===== src/rtl/mips_dbg_pkg.sv =====
// Shared definitions for the MIPS run-control block.
// Holds the run-control FSM state type with its fixed encodings, the
// iMode constants, and a helper that says which states enable the core
// clock. Imported by mips_run_ctrl.
package mips_dbg_pkg;

  typedef enum logic [2:0] {
    ST_HOLD  = 3'd0,
    ST_RUN   = 3'd1,
    ST_HALT  = 3'd2,
    ST_STEP  = 3'd3,
    ST_COUNT = 3'd4
  } state_e;

  localparam logic [1:0] MODE_RUN   = 2'b00;
  localparam logic [1:0] MODE_STEP  = 2'b01;
  localparam logic [1:0] MODE_COUNT = 2'b10;
  localparam logic [1:0] MODE_HALT  = 2'b11;

  // Core clock enable is asserted only in the states that execute instructions.
  function automatic logic is_enabled(input state_e s);
    return (s == ST_RUN) || (s == ST_STEP) || (s == ST_COUNT);
  endfunction

endpackage


===== src/rtl/mips_run_ctrl_sync_edge.sv =====
// sync_edge: two-flop synchroniser for an asynchronous level input, with
// an optional rising-edge pulse taken after the synchroniser.
// Ports:
//   clk_i   system clock
//   rst_ni  asynchronous active-low reset, clears the whole chain
//   d_i     asynchronous input level
//   level_o synchronised level (two flops after d_i)
//   rise_o  one-cycle pulse on a synchronised 0->1 transition
//           (tied to 0 when EDGE_EN is 0)
module sync_edge #(
  parameter bit EDGE_EN = 1'b1
) (
  input  logic clk_i,
  input  logic rst_ni,
  input  logic d_i,
  output logic level_o,
  output logic rise_o
);

  logic [1:0] sync_q;

  // Two-stage metastability chain.
  always_ff @(posedge clk_i or negedge rst_ni) begin
    if (!rst_ni) begin
      sync_q <= 2'b00;
    end else begin
      sync_q <= {sync_q[0], d_i};
    end
  end

  assign level_o = sync_q[1];

  generate
    if (EDGE_EN) begin : g_edge
      logic prev_q;

      // Previous synchronised level for rising-edge detection.
      always_ff @(posedge clk_i or negedge rst_ni) begin
        if (!rst_ni) begin
          prev_q <= 1'b0;
        end else begin
          prev_q <= sync_q[1];
        end
      end

      assign rise_o = sync_q[1] & ~prev_q;
    end else begin : g_no_edge
      assign rise_o = 1'b0;
    end
  endgenerate

endmodule


===== src/rtl/mips_run_ctrl.sv =====
// mips_run_ctrl: run control and debug probe for the pipelined MIPS core.
// Generates the core reset (held until PLL lock has been stable for
// LOCK_HOLD cycles) and a core clock enable with RUN / STEP / COUNT / HALT
// modes, a PC breakpoint with a sticky hit flag, and a registered probe mux.
// Ports:
//   iCLK, iRST          clock, asynchronous active-low reset
//   iLocked             PLL lock (asynchronous, synchronised inside)
//   iMode               00 RUN, 01 STEP, 10 COUNT, 11 HALT
//   iStepReq            step button level (synchronised, rising edge used)
//   iStepCount          number of enabled cycles for COUNT
//   iBreakEn, iBreakPC  breakpoint enable and address, compared with iPC
//   iProbe, iProbeSel   NCH packed channels and channel select
//   oCpuRst, oCpuEn     core reset (high in HOLD) and core clock enable
//   oState              FSM state encoding
//   oStepsLeft          remaining COUNT cycles
//   oBreakHit           sticky breakpoint flag
//   oProbe              selected probe channel, one cycle late
module mips_run_ctrl
  import mips_dbg_pkg::*;
#(
  parameter int unsigned DW        = 32,
  parameter int unsigned NCH       = 8,
  parameter int unsigned LOCK_HOLD = 16,
  parameter int unsigned STEP_W    = 16
) (
  input  logic                    iCLK,
  input  logic                    iRST,
  input  logic                    iLocked,
  input  logic [1:0]              iMode,
  input  logic                    iStepReq,
  input  logic [STEP_W-1:0]       iStepCount,
  input  logic                    iBreakEn,
  input  logic [DW-1:0]           iBreakPC,
  input  logic [DW-1:0]           iPC,
  input  logic [NCH*DW-1:0]       iProbe,
  input  logic [$clog2(NCH)-1:0]  iProbeSel,
  output logic                    oCpuRst,
  output logic                    oCpuEn,
  output logic [2:0]              oState,
  output logic [STEP_W-1:0]       oStepsLeft,
  output logic                    oBreakHit,
  output logic [DW-1:0]           oProbe
);

  localparam int unsigned SELW = $clog2(NCH);
  localparam int unsigned HW   = $clog2(LOCK_HOLD + 1);

  logic              lock_s;
  logic              step_rise_s;
  logic              unused_lock_rise_s;
  logic              unused_step_level_s;
  logic              bp_s;

  state_e            state_q, state_d;
  logic [HW-1:0]     cnt_q, cnt_d;
  logic [STEP_W-1:0] steps_q, steps_d;
  logic              hit_q, hit_d;
  logic              supp_q, supp_d;
  logic              cpu_en_q, cpu_rst_q;
  logic [DW-1:0]     probe_q, probe_d;

  sync_edge #(.EDGE_EN(1'b0)) u_sync_lock (
    .clk_i   (iCLK),
    .rst_ni  (iRST),
    .d_i     (iLocked),
    .level_o (lock_s),
    .rise_o  (unused_lock_rise_s)
  );

  sync_edge #(.EDGE_EN(1'b1)) u_sync_step (
    .clk_i   (iCLK),
    .rst_ni  (iRST),
    .d_i     (iStepReq),
    .level_o (unused_step_level_s),
    .rise_o  (step_rise_s)
  );

  // Breakpoint compare; only meaningful in enabled states. The suppress flag
  // masks the first enabled cycle after HALT so a halted PC can be resumed.
  assign bp_s = iBreakEn && (iPC == iBreakPC) && !supp_q;

  // Next-state logic for the run-control FSM, counters and sticky flag.
  always_comb begin
    state_d = state_q;
    cnt_d   = '0;
    steps_d = steps_q;
    hit_d   = hit_q;
    if (!lock_s) begin
      // Lock loss wins over everything: back to reset, COUNT progress dropped.
      state_d = ST_HOLD;
      steps_d = '0;
    end else begin
      case (state_q)
        ST_HOLD: begin
          if (cnt_q == HW'(LOCK_HOLD - 1)) begin
            state_d = (iMode == MODE_RUN) ? ST_RUN : ST_HALT;
          end else begin
            cnt_d = cnt_q + HW'(1);
          end
        end
        ST_RUN: begin
          if (bp_s) begin
            state_d = ST_HALT;
            hit_d   = 1'b1;
          end else if (iMode == MODE_HALT) begin
            state_d = ST_HALT;
          end else begin
            state_d = ST_RUN;
          end
        end
        ST_HALT: begin
          if (step_rise_s) begin
            case (iMode)
              MODE_RUN: begin
                state_d = ST_RUN;
                hit_d   = 1'b0;
              end
              MODE_STEP: begin
                state_d = ST_STEP;
                hit_d   = 1'b0;
              end
              MODE_COUNT: begin
                if (iStepCount != '0) begin
                  state_d = ST_COUNT;
                  steps_d = iStepCount;
                  hit_d   = 1'b0;
                end else begin
                  state_d = ST_HALT;
                end
              end
              default: state_d = ST_HALT;
            endcase
          end else begin
            state_d = ST_HALT;
          end
        end
        ST_STEP: begin
          state_d = ST_HALT;
          if (bp_s) begin
            hit_d = 1'b1;
          end else begin
            hit_d = hit_q;
          end
        end
        ST_COUNT: begin
          if (steps_q == STEP_W'(1)) begin
            // Final cycle of the count completes normally.
            state_d = ST_HALT;
            steps_d = '0;
            if (bp_s) begin
              hit_d = 1'b1;
            end else begin
              hit_d = hit_q;
            end
          end else if (bp_s) begin
            state_d = ST_HALT;
            hit_d   = 1'b1;
          end else if (iMode == MODE_HALT) begin
            state_d = ST_HALT;
          end else begin
            steps_d = steps_q - STEP_W'(1);
          end
        end
        default: state_d = ST_HOLD;
      endcase
    end
    supp_d = (state_q == ST_HALT) && is_enabled(state_d);
  end

  // Probe mux; an out-of-range select yields zero.
  always_comb begin
    probe_d = '0;
    for (int k = 0; k < int'(NCH); k++) begin
      probe_d = (iProbeSel == SELW'(k)) ? iProbe[k*DW +: DW] : probe_d;
    end
  end

  // State, counters and registered outputs.
  always_ff @(posedge iCLK or negedge iRST) begin
    if (!iRST) begin
      state_q   <= ST_HOLD;
      cnt_q     <= '0;
      steps_q   <= '0;
      hit_q     <= 1'b0;
      supp_q    <= 1'b0;
      cpu_en_q  <= 1'b0;
      cpu_rst_q <= 1'b1;
      probe_q   <= '0;
    end else begin
      state_q   <= state_d;
      cnt_q     <= cnt_d;
      steps_q   <= steps_d;
      hit_q     <= hit_d;
      supp_q    <= supp_d;
      cpu_en_q  <= is_enabled(state_d);
      cpu_rst_q <= (state_d == ST_HOLD);
      probe_q   <= probe_d;
    end
  end

  assign oCpuRst    = cpu_rst_q;
  assign oCpuEn     = cpu_en_q;
  assign oState     = state_q;
  assign oStepsLeft = steps_q;
  assign oBreakHit  = hit_q;
  assign oProbe     = probe_q;

endmodule


===== config.mk =====
export PLATFORM = sky130hd
export DESIGN_NAME = mips_run_ctrl
export DESIGN_NICKNAME = d
export VERILOG_FILES = /design/src/rtl/mips_dbg_pkg.sv /design/src/rtl/mips_run_ctrl_sync_edge.sv /design/src/rtl/mips_run_ctrl.sv
export SDC_FILE = /design/constraint.sdc
export NUM_CORES = 1
export LEC_CHECK = 0
export BUFFER_PORTS_ARGS = -buffer_cell sky130_fd_sc_hd__buf_2
export CORE_AREA = 2 2 157 159
export DETAILED_ROUTE_END_ITERATION = 16
export DIE_AREA = 0 0 159 161
export PLACE_DENSITY = 0.58
export SYNTH_ARGS = -nofsm -noshare
export SYNTH_HDL_FRONTEND = slang
export SYNTH_SLANG_ARGS = --single-unit
export TNS_END_PERCENT = 5

===== constraint.sdc =====
create_clock -name iCLK -period 2.43 [get_ports iCLK]
set_input_delay 0 -clock iCLK [delete_from_list [all_inputs] [get_ports iCLK]]
set_output_delay 0 -clock iCLK [all_outputs]
set_load 0.05 [all_outputs]

==> impl_metrics.py, run 1 <==
metrics = {
    "placement": {
        "hpwl_um": 20100,
        "dpl_worst_slack_ns": -0.00581,
        "place_congestion": 0.933,
        "portBuffers": 399,
        "place_inst": 1284,
    },
    "worst_hold_path": {
        "worstHoldStart": "iStepCount[15]",
        "hold_path_end": "oStepsLeft[15]$_DFFE_PN0P_",
        "whs_path_depth": 3,
        "hold_class": "input pin to flop",
    },
    "timing": {
        "max_slew.worst_pin.slew_ns": 0.915,
        "timing.final.ws_setup_ns": 0.0842,
        "grt_setup_unrepaired": "true",
        "period_share_pct": 96.5,
        "report.final.slew_viol_count": 0,
        "fmax_ghz": 0.426,
        "whs_ns": 0.0226,
        "relSlewSlack_pct": 38.7,
        "final.min_clock_period_ns": 2.35,
        "finalHoldViolCount": 0,
        "setup_violations": 0,
        "fin_skew_ns": 0.00527,
    },
    "route": {
        "route.detailed.drc": 0,
        "num_vias": 6355,
        "drt-initial-drc-count": 321,
        "drt_wl_total_um": 24700,
        "routedWlPerCell_um": 18.4,
        "via_per_inst": 4.71,
        "first_pass_iters": 5,
        "ant_nets": 0,
    },
    "pwr": {
        "powerDensity_mw_per_mm2": 480,
        "leakage_nw": 4.11,
        "peakVddDrop_mv": 0.213,
    },
    "logic_synthesis": {
        "synth_edf_count": 0,
        "synthFlopType": "dfrtp_1",
        "syn_inst": 575,
        "ys_warn_count": 0,
        "synth-async-reset-ratio_pct": 100,
        "syn_avg_cell_area_um2": 8.93,
        "synth_seq_cells": 65,
        "synth_area_mm2": 0.00513,
        "synth_cell_type_count": 60,
        "synth_fp_nets": 924,
        "ys_seq_area_share_pct": 31.7,
    },
    "clocking": {
        "clkLatencyLatePin_ns": 0.33,
        "cts_tree": "yes",
        "root_buffer": "clkbuf_16",
        "clockBufferDepth": 2,
        "clkSinkCount": 65,
        "cts.clk_slew.worst_paths_ns": 0.06,
        "cts_buffers": 9,
        "htree_levels": 3,
    },
    "cells_and_area": {
        "final-seq-area_mm2": 0.00163,
        "stdcell_count": 1348,
        "multi_input_area_mm2": 0.00331,
        "layout_common_cells": "buf_2 (397), nand2_1 (75), nor2_1 (64)",
        "fin_util_pct": 34.9,
        "drive_above_1_share_pct": 48.5,
        "final_common_cell": "buf_2",
        "area_growth_pct": 62.8,
        "nets": 1364,
        "nFillCells": 2526,
    },
    "setup_path": {
        "r2r_cells": 7,
        "path_cells": "or2_1 > or3_1 > or4b_4 > a22oi_4 > buf_12 > nand2_4 > a22oi_2",
        "critical_path_arrival_ns": 2.60,
        "crit_path_end_kind": "flop",
        "crit_type": "flop to flop",
        "critPathRequiredTime_ns": 2.68,
        "slowest_stage": "or4b_4",
        "r2r_start": "oState[2]$_DFF_PN0_",
        "startpoint_type": "flop",
        "reg2reg_slack_ns": 0.08,
        "path_max_fanout": 14,
        "rr_endpoint": "oStepsLeft[0]$_DFFE_PN0P_",
        "critPathMaxStageDelay_ns": 0.54,
    },
    "die": {
        "coreArea_mm2": 0.0240,
        "die_w_um": 159,
        "die_area_mm2": 0.0256,
        "die_y_um": 161,
        "initial_core_util_pct": 21.4,
        "row_count": 57,
        "io_pins": 400,
    },
    "global_routing": {
        "antenna_found_initial": 5,
        "grt_remaining_overflow": 0,
        "grt_max_degree": 66,
        "grt_pass1_vias": 6482,
        "grt_usage_pct": 18.9,
        "grt_pass1_wl_um": 37500,
    },
    "flow_run": {
        "cap_violations": 0,
    },
    "run_status": {
        "status": "finished, final reports clean",
    },
}
==> worst max-delay path: cells and delay by family (launching register included) <==
family / cells / cell delay (ns)
buf+inv: 1 / 0.17
compound gates: 2 / 0.42
simple gates: 4 / 1.30
flops: 1 / 0.39
==> cells by family (layout without fill, tap and decap cells) <==
kind of cell / Yosys count / count (layout) / share of synthesized area [%]
simple gates: 219 / 219 / 19.9
compound gates: 144 / 144 / 20.2
flops: 65 / 65 / 31.7
mux: 60 / 60 / 17.4
buf+inv: 50 / 495 / 4.29
xor+xnor: 34 / 34 / 5.80
fa+ha+maj: 3 / 3 / 0.731
other cells: 0 / 4 / 0
==> state kept, by name, summed over array words and instances, names as in the netlist <==
signal	count
oStepsLeft	16
oProbe	32
supp_q	1
cnt_q	5
oState	3
u_sync_step.g_edge.prev_q	1
u_sync_lock.sync_q	2
oBreakHit	1
oCpuRst	1
oCpuEn	1
u_sync_step.sync_q	2
==> final cells by class <==
class	instances	share of cell area, %
Multi-Input combinational cell	460	39.6
Timing Repair Buffer	472	32.0
Sequential cell	65	19.5
Tap cell	324	4.85
Clock buffer	13	3.11
Clock inverter	3	0.479
Inverter	7	0.314
Antenna cell	4	0.120
==> power by group <==
group          leakage, nW  switching, mW  total (mW)  internal (mW)
logic                 3.15          0.837        1.45          0.613
clock network        0.150          0.495        1.34          0.848
registers            0.806         0.0457        1.22           1.18
total                 4.11           1.38        4.01           2.64
==> repair_timing <==
item	4_1_cts	5_1_grt
hold buffers	44	0
buffers inserted	0	0
hold endpoints to repair	90	0
resized for setup	1	3
setup endpoints to repair	1	4
pin swaps	0	1
==> synth_stat cells, drive strengths merged (2+ instances only) <==
cell      n  area (um^2)
ha        3         37.5
buf      12         77.6
xor2      2         17.5
mux4     22          495
a22o     20          175
nor2b     5         31.3
dfrtp    64         1600
a31oi     2         12.5
nand4    11         68.8
nand2    76          293
o221ai   17          149
and2      3         18.8
nor3     11         55.1
o31ai     4         30.0
nor4     10         62.6
o21ai    29          145
a21oi    32          160
nand3b    3         22.5
nand2b    2         12.5
or4b      2         20.0
xnor2    32          280
clkbuf   31          116
o2bb2ai  12          111
a221o     4         40.0
and3      3         18.8
nor2     64          240
a211oi    2         15.0
or4       4         30.0
mux2     13          150
nand3    18         90.1
mux2i    25          250
inv       7         26.3
o31a      2         18.8
o21a      2         15.0
a32oi     4         35.0
a22oi     7         66.3
==> worst max path at each step <==
stage / from / to / slack [ns] / cells past startpoint
after floorplan: oState[2]$_DFF_PN0_ / oStepsLeft[3]$_DFFE_PN0P_ / -0.19 / 7
after global placement: oState[2]$_DFF_PN0_ / oStepsLeft[0]$_DFFE_PN0P_ / 0.03 / 7
after detailed placement: oState[2]$_DFF_PN0_ / oStepsLeft[0]$_DFFE_PN0P_ / -0.006 / 7
after CTS: oState[2]$_DFF_PN0_ / oStepsLeft[0]$_DFFE_PN0P_ / 0.07 / 7
after global routing: oStepsLeft[10]$_DFFE_PN0P_ / oStepsLeft[3]$_DFFE_PN0P_ / -0.02 / 7
final: oState[2]$_DFF_PN0_ / oStepsLeft[0]$_DFFE_PN0P_ / 0.08 / 7
==> metal layers <==
metal / vias to the layer above / GRT usage [%] / routed length, um
li1: 3039 / - / -
met1: 2958 / 22.6 / 9850
met2: 331 / 33.6 / 12600
met3: 27 / 4.49 / 1760
met4: 0 / 6.24 / 499
met5: - / 0 / 0
==> through the flow <==
stage                     cell area [um^2]  setup TNS [ns]  power (mW)
after floorplan                       5140           -1.81        2.01
after global placement                7590               0        2.60
after detailed placement              7590        -0.00581        2.60
after CTS                             8330               0        4.06
after global routing                  8360         -0.0286        4.23
final                                 8360               0        4.01
(Power assumes the default switching activity.)
==> inputs of run 2 (changes only) <==
Settings changed: CORE_AREA 2 2 157 159 to 2 2 154 156, DIE_AREA 0 0 159 161 to 0 0 156 158, PLACE_DENSITY 0.58 to 0.6, RECOVER_POWER set to 100, SKIP_LAST_GASP set to 1, SYNTH_HIERARCHICAL set to 1.
==> impl_metrics.py, run 2 <==
metrics = {
    "global_routing": {
        "grt_max_degree": 66,
        "grt_remaining_overflow": 0,
        "grt_pass1_wl_um": 36400,
        "antenna_found_initial": 5,
        "grt_usage_pct": 19.6,
        "grt_pass1_vias": 6660,
    },
    "worst_hold_path": {
        "hold_class": "input pin to flop",
        "hold_path_end": "oProbe[26]$_DFF_PN0_",
        "worstHoldStart": "iProbe[186]",
        "whs_path_depth": 3,
    },
    "clocking": {
        "clkSinkCount": 65,
        "cts_buffers": 9,
        "cts.clk_slew.worst_paths_ns": 0.06,
        "htree_levels": 3,
        "root_buffer": "clkbuf_16",
        "cts_tree": "yes",
        "clkLatencyLatePin_ns": 0.34,
        "clockBufferDepth": 2,
    },
    "timing": {
        "final.min_clock_period_ns": 2.37,
        "fin_skew_ns": 0.00433,
        "whs_ns": -0.000554,
        "report.final.slew_viol_count": 66,
        "finalHoldViolCount": 1,
        "grt_setup_unrepaired": "true",
        "relSlewSlack_pct": -13.7,
        "setup_violations": 0,
        "period_share_pct": 97.5,
        "max_slew.worst_pin.slew_ns": 1.70,
        "fmax_ghz": 0.422,
    },
    "setup_path": {
        "r2r_cells": 9,
        "path_cells": "or4_4 > or4_4 > o21ai_2 > nor4_1 > nor2_4 > buf_4 > buf_12 > a21oi_1 > a31o_1",
        "path_max_fanout": 12,
        "startpoint_type": "flop",
        "critPathRequiredTime_ns": 2.66,
        "rr_endpoint": "oStepsLeft[5]$_DFFE_PN0P_",
        "crit_type": "flop to flop",
        "critical_path_arrival_ns": 2.60,
        "critPathMaxStageDelay_ns": 0.55,
        "cpMostUsedCell": "or4_4",
        "r2r_start": "oStepsLeft[10]$_DFFE_PN0P_",
        "reg2reg_slack_ns": 0.06,
        "crit_path_end_kind": "flop",
        "slowest_stage": "or4_4",
    },
    "cells_and_area": {
        "largest_register_ffs": 32,
        "layout_common_cells": "buf_2 (345), nand2_1 (80), dfrtp_1 (58)",
        "stdcell_count": 1362,
        "nFillCells": 2406,
        "final-seq-area_mm2": 0.00164,
        "area_growth_pct": 62.2,
        "nets": 1412,
        "drive_above_1_share_pct": 41.7,
        "multi_input_area_mm2": 0.00338,
        "final_common_cell": "buf_2",
    },
    "logic_synthesis": {
        "synth_area_mm2": 0.00523,
        "syn_avg_cell_area_um2": 8.52,
        "ys_warn_count": 6,
        "synth_fp_nets": 963,
        "syn_inst": 614,
    },
    "run_status": {
        "status": "finished with violations",
        "violations": "hold timing, capacitance limit, slew limit",
    },
    "die": {
        "die_y_um": 158,
        "initial_core_util_pct": 22.7,
        "io_pins": 400,
        "coreArea_mm2": 0.0231,
        "die_w_um": 156,
        "die_area_mm2": 0.0246,
        "row_count": 56,
    },
    "flow_run": {
        "cap_violations": 1,
    },
    "route": {
        "routedWlPerCell_um": 18.3,
        "drt_wl_total_um": 24900,
        "ant_nets": 0,
        "first_pass_iters": 5,
        "route.detailed.drc": 0,
        "drt-initial-drc-count": 334,
        "num_vias": 6699,
        "via_per_inst": 4.92,
    },
    "pwr": {
        "powerDensity_mw_per_mm2": 453,
        "peakVddDrop_mv": 0.269,
        "leakage_nw": 4.13,
    },
    "placement": {
        "hpwl_um": 20200,
        "place_inst": 1292,
        "portBuffers": 399,
        "place_congestion": 0.874,
    },
}
==> run 2: changes by cell type in the layout (fill, tap and decap cells not counted), sizes merged, moves of 18 or more <==
cell,delta
o21ai,+26
xor2,+34
clkbuf,+51
nor2,-18
xnor2,-27
a22oi,+29
buf,-42
a22o,-20
==> run 2: power by group <==
part           leakage, nW  total, mW  switching [mW]  internal (mW)
logic                 3.16       1.22           0.714          0.508
registers            0.816       1.18          0.0272           1.16
clock network        0.153       1.44           0.533          0.907
total                 4.13       3.84            1.27           2.57
==> run 2: area by class of cell <==
cell class	count	share of cell area, %
Antenna cell	4	0.118
Sequential cell	65	19.3
Clock buffer	9	2.65
Multi-Input combinational cell	491	39.9
Tap cell	290	4.28
Timing Repair Buffer	488	32.3
Clock inverter	7	1.19
Inverter	8	0.354
==> run 2: through the flow <==
stage	setup WS (ns)	total power, mW	TNS (ns)	cell area [um^2]	utilization (%)
3_5_place_dp	-0.0702	2.35	-0.576	7700	33.4
6_report	0.0604	3.84	0	8480	36.8
2_1_floorplan	0.0122	1.81	0	5240	-
4_1_cts	0.0179	3.91	0	8530	37.0
3_3_place_gp	-0.0229	2.34	-0.118	7700	33.4
5_1_grt	-0.0806	4.04	-0.694	8480	36.8
==> run 2: timing repair <==
item	4_1_cts	5_1_grt
pin swaps	1	0
setup endpoints to repair	16	20
hold buffers	47	0
hold endpoints to repair	92	0
buffers inserted	3	0
resized for setup	4	4
==> run 2: worst max path at each step <==
stage                               start                         end  slack [ns]  cells past startpoint
2_1_floorplan   oStepsLeft[9]$_DFFE_PN0P_  oStepsLeft[10]$_DFFE_PN0P_        0.01                      8
3_3_place_gp   oStepsLeft[10]$_DFFE_PN0P_  oStepsLeft[10]$_DFFE_PN0P_       -0.02                      8
3_5_place_dp   oStepsLeft[10]$_DFFE_PN0P_  oStepsLeft[14]$_DFFE_PN0P_       -0.07                      8
4_1_cts        oStepsLeft[10]$_DFFE_PN0P_  oStepsLeft[15]$_DFFE_PN0P_        0.02                      9
5_1_grt         oStepsLeft[8]$_DFFE_PN0P_  oStepsLeft[13]$_DFFE_PN0P_       -0.08                     10
6_report       oStepsLeft[10]$_DFFE_PN0P_   oStepsLeft[5]$_DFFE_PN0P_        0.06                      9
==> run 2: worst max-delay path, delay by kind of cell, from the launching register on <==
kind | cells | cell delay [ns]
AND/OR/NAND/NOR | 4 | 1.19
buffers and inverters | 2 | 0.27
AO/OA/AOI/OAI | 3 | 0.41
flip-flops | 1 | 0.40
==> run 2: layer usage <==
layer	share of wire [%]	track usage [%]
met1	39	22.5
met2	49	35.0
met3	9.0	5.12
met4	2.9	7.25
met5	0	0
==> inputs of run 3 (changes only) <==
Settings changed: RECOVER_POWER 100 to 25.
==> impl_metrics.py, run 3 (same netlist as run 2, synthesis figures left out) <==
metrics = {
    "cells_and_area": {
        "drive_above_1_share_pct": 43.5,
        "final_common_cell": "buf_2",
        "layout_common_cells": "buf_2 (364), nand2_1 (80), dfrtp_1 (58)",
        "final_area_mm2": 0.00851,
        "largest_register_ffs": 32,
        "area_growth_pct": 62.7,
        "nets": 1412,
    },
    "setup_path": {
        "crit_buf_inv": 2,
        "path_max_fanout": 7,
        "r2r_start": "oStepsLeft[10]$_DFFE_PN0P_",
        "startpoint_type": "flop",
        "path_cells": "or4_4 > or4_4 > o21ai_2 > nor4_1 > nor2_4 > buf_4 > buf_6 > nor2_1 > a211oi_2",
        "r2r_cells": 9,
        "critPathMaxStageDelay_ns": 0.55,
        "cp-startpoint": "oStepsLeft[10]$_DFFE_PN0P_",
        "slowest_stage": "or4_4",
        "critical_path.top_delay_family": "simple AND/OR/NAND/NOR gates",
        "crit_type": "flop to flop",
        "cpMostUsedCell": "or4_4",
        "crit_path_end_kind": "flop",
        "cp_num_cells": 9,
        "reg2reg_slack_ns": 0.06,
        "rr_endpoint": "oStepsLeft[14]$_DFFE_PN0P_",
        "critical_path_arrival_ns": 2.63,
        "critPathRequiredTime_ns": 2.69,
    },
    "global_routing": {
        "antenna_found_initial": 5,
        "grt_pass1_wl_um": 36400,
        "grt_pass1_vias": 6660,
        "grt_max_degree": 66,
        "grt_usage_pct": 19.6,
        "grt_remaining_overflow": 0,
    },
    "timing": {
        "period_share_pct": 97.6,
        "grt_setup_unrepaired": "true",
        "fin_skew_ns": 0.00404,
        "whs_ns": -0.000159,
        "setup-tns-final_ns": 0,
        "final.min_clock_period_ns": 2.37,
        "report.final.slew_viol_count": 66,
        "setup_violations": 0,
        "finalHoldViolCount": 1,
        "fmax_ghz": 0.422,
        "max_slew.worst_pin.slew_ns": 1.70,
        "relSlewSlack_pct": -13.3,
    },
    "pwr": {
        "clkPwrFrac_pct": 37.4,
        "leakage_nw": 4.21,
        "peakVddDrop_mv": 0.270,
        "p_sw_mw": 1.27,
        "powerDensity_mw_per_mm2": 451,
        "comb_power_share_pct": 31.8,
        "p_int_mw": 2.57,
        "seqPwrFrac_pct": 30.8,
        "p_sw_share_pct": 33.1,
    },
    "clocking": {
        "cts_buffers": 9,
        "cts_tree": "yes",
        "cts.clk_slew.worst_paths_ns": 0.06,
        "clockBufferDepth": 2,
        "root_buffer": "clkbuf_16",
        "htree_levels": 3,
        "clkLatencyLatePin_ns": 0.34,
        "clkSinkCount": 65,
    },
    "route": {
        "route.detailed.drc": 0,
        "num_vias": 6616,
        "ant_nets": 0,
        "drt_wl_total_um": 24800,
        "routedWlPerCell_um": 18.2,
        "drt-initial-drc-count": 314,
        "first_pass_iters": 5,
        "via_per_inst": 4.86,
    },
    "worst_hold_path": {
        "hold_path_end": "oProbe[26]$_DFF_PN0_",
        "hold_class": "input pin to flop",
        "worstHoldStart": "iProbe[186]",
        "whs_path_depth": 3,
    },
    "placement": {
        "place_congestion": 0.874,
        "hpwl_um": 20200,
        "portBuffers": 399,
        "dpl-instance-area_mm2": 0.00770,
    },
    "run_status": {
        "violations": "hold timing, capacitance limit, slew limit",
        "status": "finished with violations",
    },
    "die": {
        "io_pins": 400,
        "die_area_mm2": 0.0246,
        "row_count": 56,
        "die_y_um": 158,
        "die_w_um": 156,
        "initial_core_util_pct": 22.7,
        "coreArea_mm2": 0.0231,
    },
    "flow_run": {
        "cap_violations": 1,
    },
}
[run 3: cell type report]
| class | instances | area (um^2) |
|---|---|---|
| clock inverter | 7 | 101 |
| sequential | 65 | 1640 |
| inverter | 8 | 30.0 |
| tap | 290 | 363 |
| antenna | 4 | 10.0 |
| multi-input combinational | 491 | 3380 |
| fill | 2401 | 14500 |
| timing repair buffer | 488 | 2760 |
| clock buffer | 9 | 225 |
[run 3: timing repair]
item,4_1_cts,5_1_grt
pin swaps,1,0
hold buffers,47,0
endpoints found under the hold margin,92,0
endpoints found under the setup margin,16,20
setup buffers,3,0
resized for setup,4,4
gates cloned,0,0
[run 3: power groups by stage]
stage | Sequential, mW | Clock [mW] | Combinational [mW]
after detailed placement | 1.20 | 0 | 1.15
after global placement | 1.20 | 0 | 1.14
after CTS | 1.18 | 1.48 | 1.24
after global routing | 1.19 | 1.53 | 1.32
after floorplan | 1.43 | 0 | 0.378
final | 1.18 | 1.44 | 1.22
[run 3: per-stage QoR]
step	hold slack, ns	cells	power, mW	setup slack (ns)	utilization, %
final	-0.000159	1362	3.84	0.0583	36.9
after global routing	0.00626	1360	4.04	-0.0806	36.9
after CTS	0.000418	1358	3.91	0.0179	37.0
after detailed placement	0.111	1292	2.35	-0.0702	33.4
after global placement	0.111	1292	2.34	-0.0229	33.4
after floorplan	-0.296	614	1.81	0.0122	-
[run 3: worst max-delay path by stage]
stage | endpoint | slack (ns)
floorplan | oStepsLeft[10]$_DFFE_PN0P_ | 0.01
global placement | oStepsLeft[10]$_DFFE_PN0P_ | -0.02
detailed placement | oStepsLeft[14]$_DFFE_PN0P_ | -0.07
CTS | oStepsLeft[15]$_DFFE_PN0P_ | 0.02
global route | oStepsLeft[13]$_DFFE_PN0P_ | -0.08
finish | oStepsLeft[14]$_DFFE_PN0P_ | 0.06
[run 3: worst register-to-register path, delay by kind of cell (launching register included)]
family          cells  cell delay, ns
simple gates        5            1.24
flops               1            0.40
compound gates      2            0.37
buf+inv             2            0.28
[run 3: metal layers]
layer / wire length, um / part of all wire [%] / GRT usage, %
met5: 0 / 0 / 0
met4: 716 / 2.9 / 7.25
met3: 2170 / 8.7 / 5.12
met2: 12200 / 49 / 35.0
met1: 9760 / 39 / 22.5
